==> config.mk <==
export PLATFORM = sky130hd
export DESIGN_NAME = pipe_rx_fifo_flat
export DESIGN_NICKNAME = d
export VERILOG_FILES = /design/src/rtl/pipe_rx_fifo_if.sv /design/src/rtl/pipe_rx_fifo.sv /design/src/flat_wrapper.sv
export SDC_FILE = /design/constraint.sdc
export NUM_CORES = 1
export LEC_CHECK = 0
export BUFFER_PORTS_ARGS = -buffer_cell sky130_fd_sc_hd__clkbuf_2
export CAP_MARGIN = 40
export CORE_AREA = 2 2 39 41
export DETAILED_ROUTE_END_ITERATION = 8
export DIE_AREA = 0 0 41 43
export PLACE_DENSITY = 0.69
export SLEW_MARGIN = 20
export SYNTH_ARGS = -nofsm -noshare
export SYNTH_HDL_FRONTEND = slang
export SYNTH_SLANG_ARGS = --single-unit
==> constraint.sdc <==
create_clock -name clk -period 2.7 [get_ports clk]
set_clock_uncertainty 0.05 [all_clocks]
set_input_delay 0.135 -clock clk [delete_from_list [all_inputs] [get_ports clk]]
set_output_delay 0.135 -clock clk [all_outputs]
set_load 0.03 [all_outputs]
==> src/rtl/pipe_rx_fifo_if.sv <==
// Handshake bundle between an upstream producer, the receive FIFO and its consumer.
// The FIFO side takes the slave modport; the bench or surrounding logic takes master.
interface pipe_rx_fifo_if #(
    parameter int  Depth  = 4,
    parameter type data_t = logic
);
    localparam int CW = $clog2(Depth + 1);

    logic          valid_i;
    logic          ready_o;
    data_t         din;
    logic          valid_o;
    logic          ready_i;
    data_t         dout;
    logic [CW-1:0] count_o;
    logic          almost_full_o;

    modport slave (
        input  valid_i, din, ready_i,
        output ready_o, valid_o, dout, count_o, almost_full_o
    );

    modport master (
        output valid_i, din, ready_i,
        input  ready_o, valid_o, dout, count_o, almost_full_o
    );
endinterface

==> src/rtl/pipe_rx_fifo.sv <==
// First-word-fall-through receive FIFO with occupancy count and almost-full flag.
// Handshake outputs depend only on registered state (and the async reset).
module pipe_rx_fifo #(
    parameter int  Depth  = 4,
    parameter type data_t = logic,
    parameter int  AfThr  = Depth - 1
) (
    input  logic         clk,
    input  logic         reset_n,
    pipe_rx_fifo_if.slave bus
);
    localparam int PW = (Depth > 1) ? $clog2(Depth) : 1;
    localparam int CW = $clog2(Depth + 1);

    data_t         mem [Depth];
    logic [PW-1:0] wptr;
    logic [PW-1:0] rptr;
    logic [CW-1:0] count;
    logic          push;
    logic          pop;

    // Depth need not be a power of two, so wrap explicitly.
    function automatic logic [PW-1:0] bump(input logic [PW-1:0] p);
        return (p == PW'(Depth - 1)) ? '0 : p + PW'(1);
    endfunction

    // reset_n gates ready_o so nothing is accepted while held in reset.
    always_comb begin
        bus.ready_o       = reset_n && (count < CW'(Depth));
        bus.valid_o       = (count != '0);
        bus.dout          = mem[rptr];
        bus.count_o       = count;
        bus.almost_full_o = (count >= CW'(AfThr));
    end

    assign push = bus.valid_i && bus.ready_o;
    assign pop  = bus.valid_o && bus.ready_i;

    always_ff @(posedge clk or negedge reset_n) begin
        if (!reset_n) begin
            wptr  <= '0;
            rptr  <= '0;
            count <= '0;
            for (int i = 0; i < Depth; i++) mem[i] <= '0;
        end else begin
            if (push) begin
                mem[wptr] <= bus.din;
                wptr      <= bump(wptr);
            end
            if (pop) rptr <= bump(rptr);
            if (push && !pop)      count <= count + CW'(1);
            else if (pop && !push) count <= count - CW'(1);
        end
    end
endmodule

==> src/flat_wrapper.sv <==
// flat-port wrapper written by rule: the top's interface ports become plain ports
module pipe_rx_fifo_flat 
#(
    parameter int  Depth  = 4,
    parameter type data_t = logic,
    parameter int  AfThr  = Depth - 1
)
  (clk, reset_n, bus_valid_i, bus_din, bus_ready_i, bus_ready_o, bus_valid_o, bus_dout, bus_count_o, bus_almost_full_o);
  pipe_rx_fifo_if #(.Depth(Depth), .data_t(data_t)) bus_i ();
  input  logic clk;
  input  logic reset_n;
  input wire logic [$bits(bus_i.valid_i)-1:0] bus_valid_i;
  input wire logic [$bits(bus_i.din)-1:0] bus_din;
  input wire logic [$bits(bus_i.ready_i)-1:0] bus_ready_i;
  output wire logic [$bits(bus_i.ready_o)-1:0] bus_ready_o;
  output wire logic [$bits(bus_i.valid_o)-1:0] bus_valid_o;
  output wire logic [$bits(bus_i.dout)-1:0] bus_dout;
  output wire logic [$bits(bus_i.count_o)-1:0] bus_count_o;
  output wire logic [$bits(bus_i.almost_full_o)-1:0] bus_almost_full_o;
  assign bus_i.valid_i = bus_valid_i;
  assign bus_i.din = bus_din;
  assign bus_i.ready_i = bus_ready_i;
  assign bus_ready_o = bus_i.ready_o;
  assign bus_valid_o = bus_i.valid_o;
  assign bus_dout = bus_i.dout;
  assign bus_count_o = bus_i.count_o;
  assign bus_almost_full_o = bus_i.almost_full_o;
  pipe_rx_fifo #(.Depth(Depth), .data_t(data_t), .AfThr(AfThr)) u_core (.clk(clk), .reset_n(reset_n), .bus(bus_i));
endmodule
==> flow_summary.yaml <==
setup_path:
  cp-end-kind: "register"
  cp_max_fo: 9
  critPathMaxStageDelay_ns: 0.46
  crit_start: "u_core.bus.count_o[2]"
  start_kind: "register"
  r2r_end: "u_core.bus.count_o[2]"
  cp_common_cell: "xor2_1"
  worstPathRequired_ns: 2.84
  cpMaxStageDelayCell: "and3b_1"
  r2r_setup_slack_ns: 0.54
  ff2ff_path_depth: 7
  crit_chain: "and3b_1, ha_1, inv_1, fa_1, xor2_1, nor2_1, xor2_1"
  cp.arrival_ns: 2.29
  r2r_start: "u_core.bus.count_o[2]"
  crit_type: "register to register"
  crit_end: "u_core.bus.count_o[2]"
global_routing:
  grt_pass1_wl_um: 1731
  antenna_found_initial: 0
  grt_overflow: 0
  grt_pass1_vias: 398
  grt_max_degree: 13
  grt.total_usage_pct: 15.46
synth:
  ys_types: 20
  synth_seq_cells: 11
  yosys.area_share.simple_pct: 12.99
  synth.cell_area_um2: 635.6
  synth_mux_area_share_pct: 18.31
  synth-adder-area-share_pct: 14.96
  syn-num-nets: 61
  avgSynthCellArea_um2: 12.97
  yosys_warnings: 0
  synth_cells: 49
  synth_top_family_by_area: "multiplexers"
  synth-compound-area-share_pct: 2.756
  synth_xor_area_share_pct: 4.134
  yosysSeqAreaShare_pct: 43.31
placement:
  pre_cts_slack_ns: 0.5727
  dp_hpwl_um: 775.2
  post_dp_cell_area_um2: 706.9
  portBuffers: 11
  place.gp.congestion: 0.7465
floorplan:
  die_area_um2: 1763
  die_w_um: 41
  die_h_um: 43
  ios: 12
  fp-row-count: 14
  core_um2: 1384
  start_util_pct: 45.93
routing:
  vias: 399
  dr.pass1.iters: 4
  drc: 0
  wl_per_cell_um: 12.73
  ant_nets: 0
  drt_iter0_drc: 1
  wl_um: 1031
  viasPerCell: 4.926
sta:
  rsz0062_at_grt: "false"
  setup-tns-final_ns: 0
  post-route-min-period_ns: 2.156
  worstMarginPinSlew_ns: 0.3665
  hold_viol: 0
  period_share_pct: 79.84
  drv_slew: 0
  max_freq_mhz: 463.9
  setup_viol_count_final: 0
  max_slew_margin_pct: 75.56
  layout_setup_ws_ns: 0.5444
clock_tree:
  cts_made_buffers: 3
  htreeDepth: 1
  ctsLongestPathBuffers: 2
  post-cts-setup-buffer-count: 0
  clock_latency_ns: 0.26
  path_clk_slew_ns: 0.07
  clock_tree.root_cell: "clkbuf_4"
  cts_tree: "yes"
  clkSinkCount: 11
finish:
  regArea_um2: 275.3
  final_util_pct: 53.71
  fillers: 121
  antenna_cells: 0
  nets: 78
  final_area_um2: 743.2
  drive_gt1_share_pct: 41.54
  area_growth_pct: 16.93
  multi_input_area_um2: 337.8
worst_hold_path:
  min_path_type: "input port to register"
pwr:
  p_leak_uw: 0.0003758
  p_per_area_nw_per_um2: 1252
  power_uw: 930.2
  vdd_drop_max_mv: 0.5233
job:
  cap_violations: 0
status:
  status: "complete, no violations"
[sequential cells by signal, indices dropped and copies added (netlist names)]
name,flops
u_core.bus.count_o,3
u_core.wptr,2
u_core.rptr,2
u_core.mem,4
[layer usage]
layer | GRT usage (%) | wire (um) | up-vias
met1 | 17.11 | 454 | 196
li1 | - | - | 197
met2 | 24.06 | 546 | 4
met3 | 4.712 | 15 | 2
met4 | 10.00 | 14 | 0
met5 | 0 | 0 | -
[area by class of cell]
type,count,area share (%)
Clock buffer,4,3.535
Inverter,3,1.515
Multi-Input combinational cell,34,45.45
Sequential cell,11,37.04
Tap cell,16,2.694
Timing Repair Buffer,13,9.764
[power by group]
group	switching, uW	internal, uW
Sequential	85.3	250
Clock	55.1	57.1
Combinational	262	221
[worst min path at each step]
stage | from | to | slack [ns] | depth (start not counted)
after floorplan | reset_n | u_core.bus.count_o[0] | -0.21 | 0
after global placement | reset_n | u_core.mem[3] | 0.05 | 2
after detailed placement | reset_n | u_core.mem[3] | 0.06 | 2
after CTS | bus_din | u_core.mem[2] | 0.10 | 2
after global routing | bus_din | u_core.mem[3] | 0.09 | 2
final | bus_din | u_core.mem[2] | 0.11 | 2
[worst max-delay path, delay by kind of cell (launching register included)]
kind	cells	cell delay (ns)
adders and majority gates	2	0.63
and+or+nand+nor	2	0.57
xor gates and xnor gates	2	0.32
DFF	1	0.44
buffers and inverters	1	0.06
[cells by family (layout without fill, tap and decap cells)]
logic type,count (synthesis),in the layout
AO/OA/AOI/OAI,3,3
XOR/XNOR,3,3
adder cells (fa/ha/maj),7,7
buffers and inverters,4,20
flip-flops,11,11
multiplexers,8,8
AND/OR/NAND/NOR,13,13
[placed cells by master, fill, tap and decap left out]
master         instances
nand2_1                2
mux4_2                 1
or3_4                  1
and2b_1                1
dlygate4sd3_1          1
fa_1                   1
xor2_1                 2
clkbuf_1               1
clkbuf_2              11
nand2_2                4
clkbuf_4               3
mux2_4                 4
inv_1                  3
a21o_1                 1
nor2_1                 3
mux2_1                 2
and3b_1                1
o21ai_0                2
ha_1                   6
nand2_4                1
mux2_2                 1
buf_4                  1
xnor2_1                1
dfrtp_1               11
[metrics by stage]
step | std cells | hold WS, ns
after global placement | 76 | 0.05174
after CTS | 81 | 0.1004
after detailed placement | 76 | 0.06238
after global routing | 81 | 0.08941
final | 81 | 0.1069
after floorplan | 49 | -0.2106
[cells in the mapped netlist, drive strengths merged]
cell   instances  area, um2
buf            1      11.26
and3b          1      8.760
xnor2          1      8.760
mux4           1      22.52
a21o           1      7.510
o21ai          2      10.01
fa             1      20.02
mux2           7      93.84
and2b          1      7.510
or3            1      11.26
xor2           2      17.52
ha             6      75.07
dfrtp         11      275.3
nand2          7      43.79
nor2           3      11.26
inv            3      11.26
[repair_timing]
action	4_1_cts	5_1_grt
endpoints found under the setup margin	0	0
hold buffers	1	0
endpoints found under the hold margin	11	0
gates resized for setup	0	0
Power figures use the tool's default switching activity.
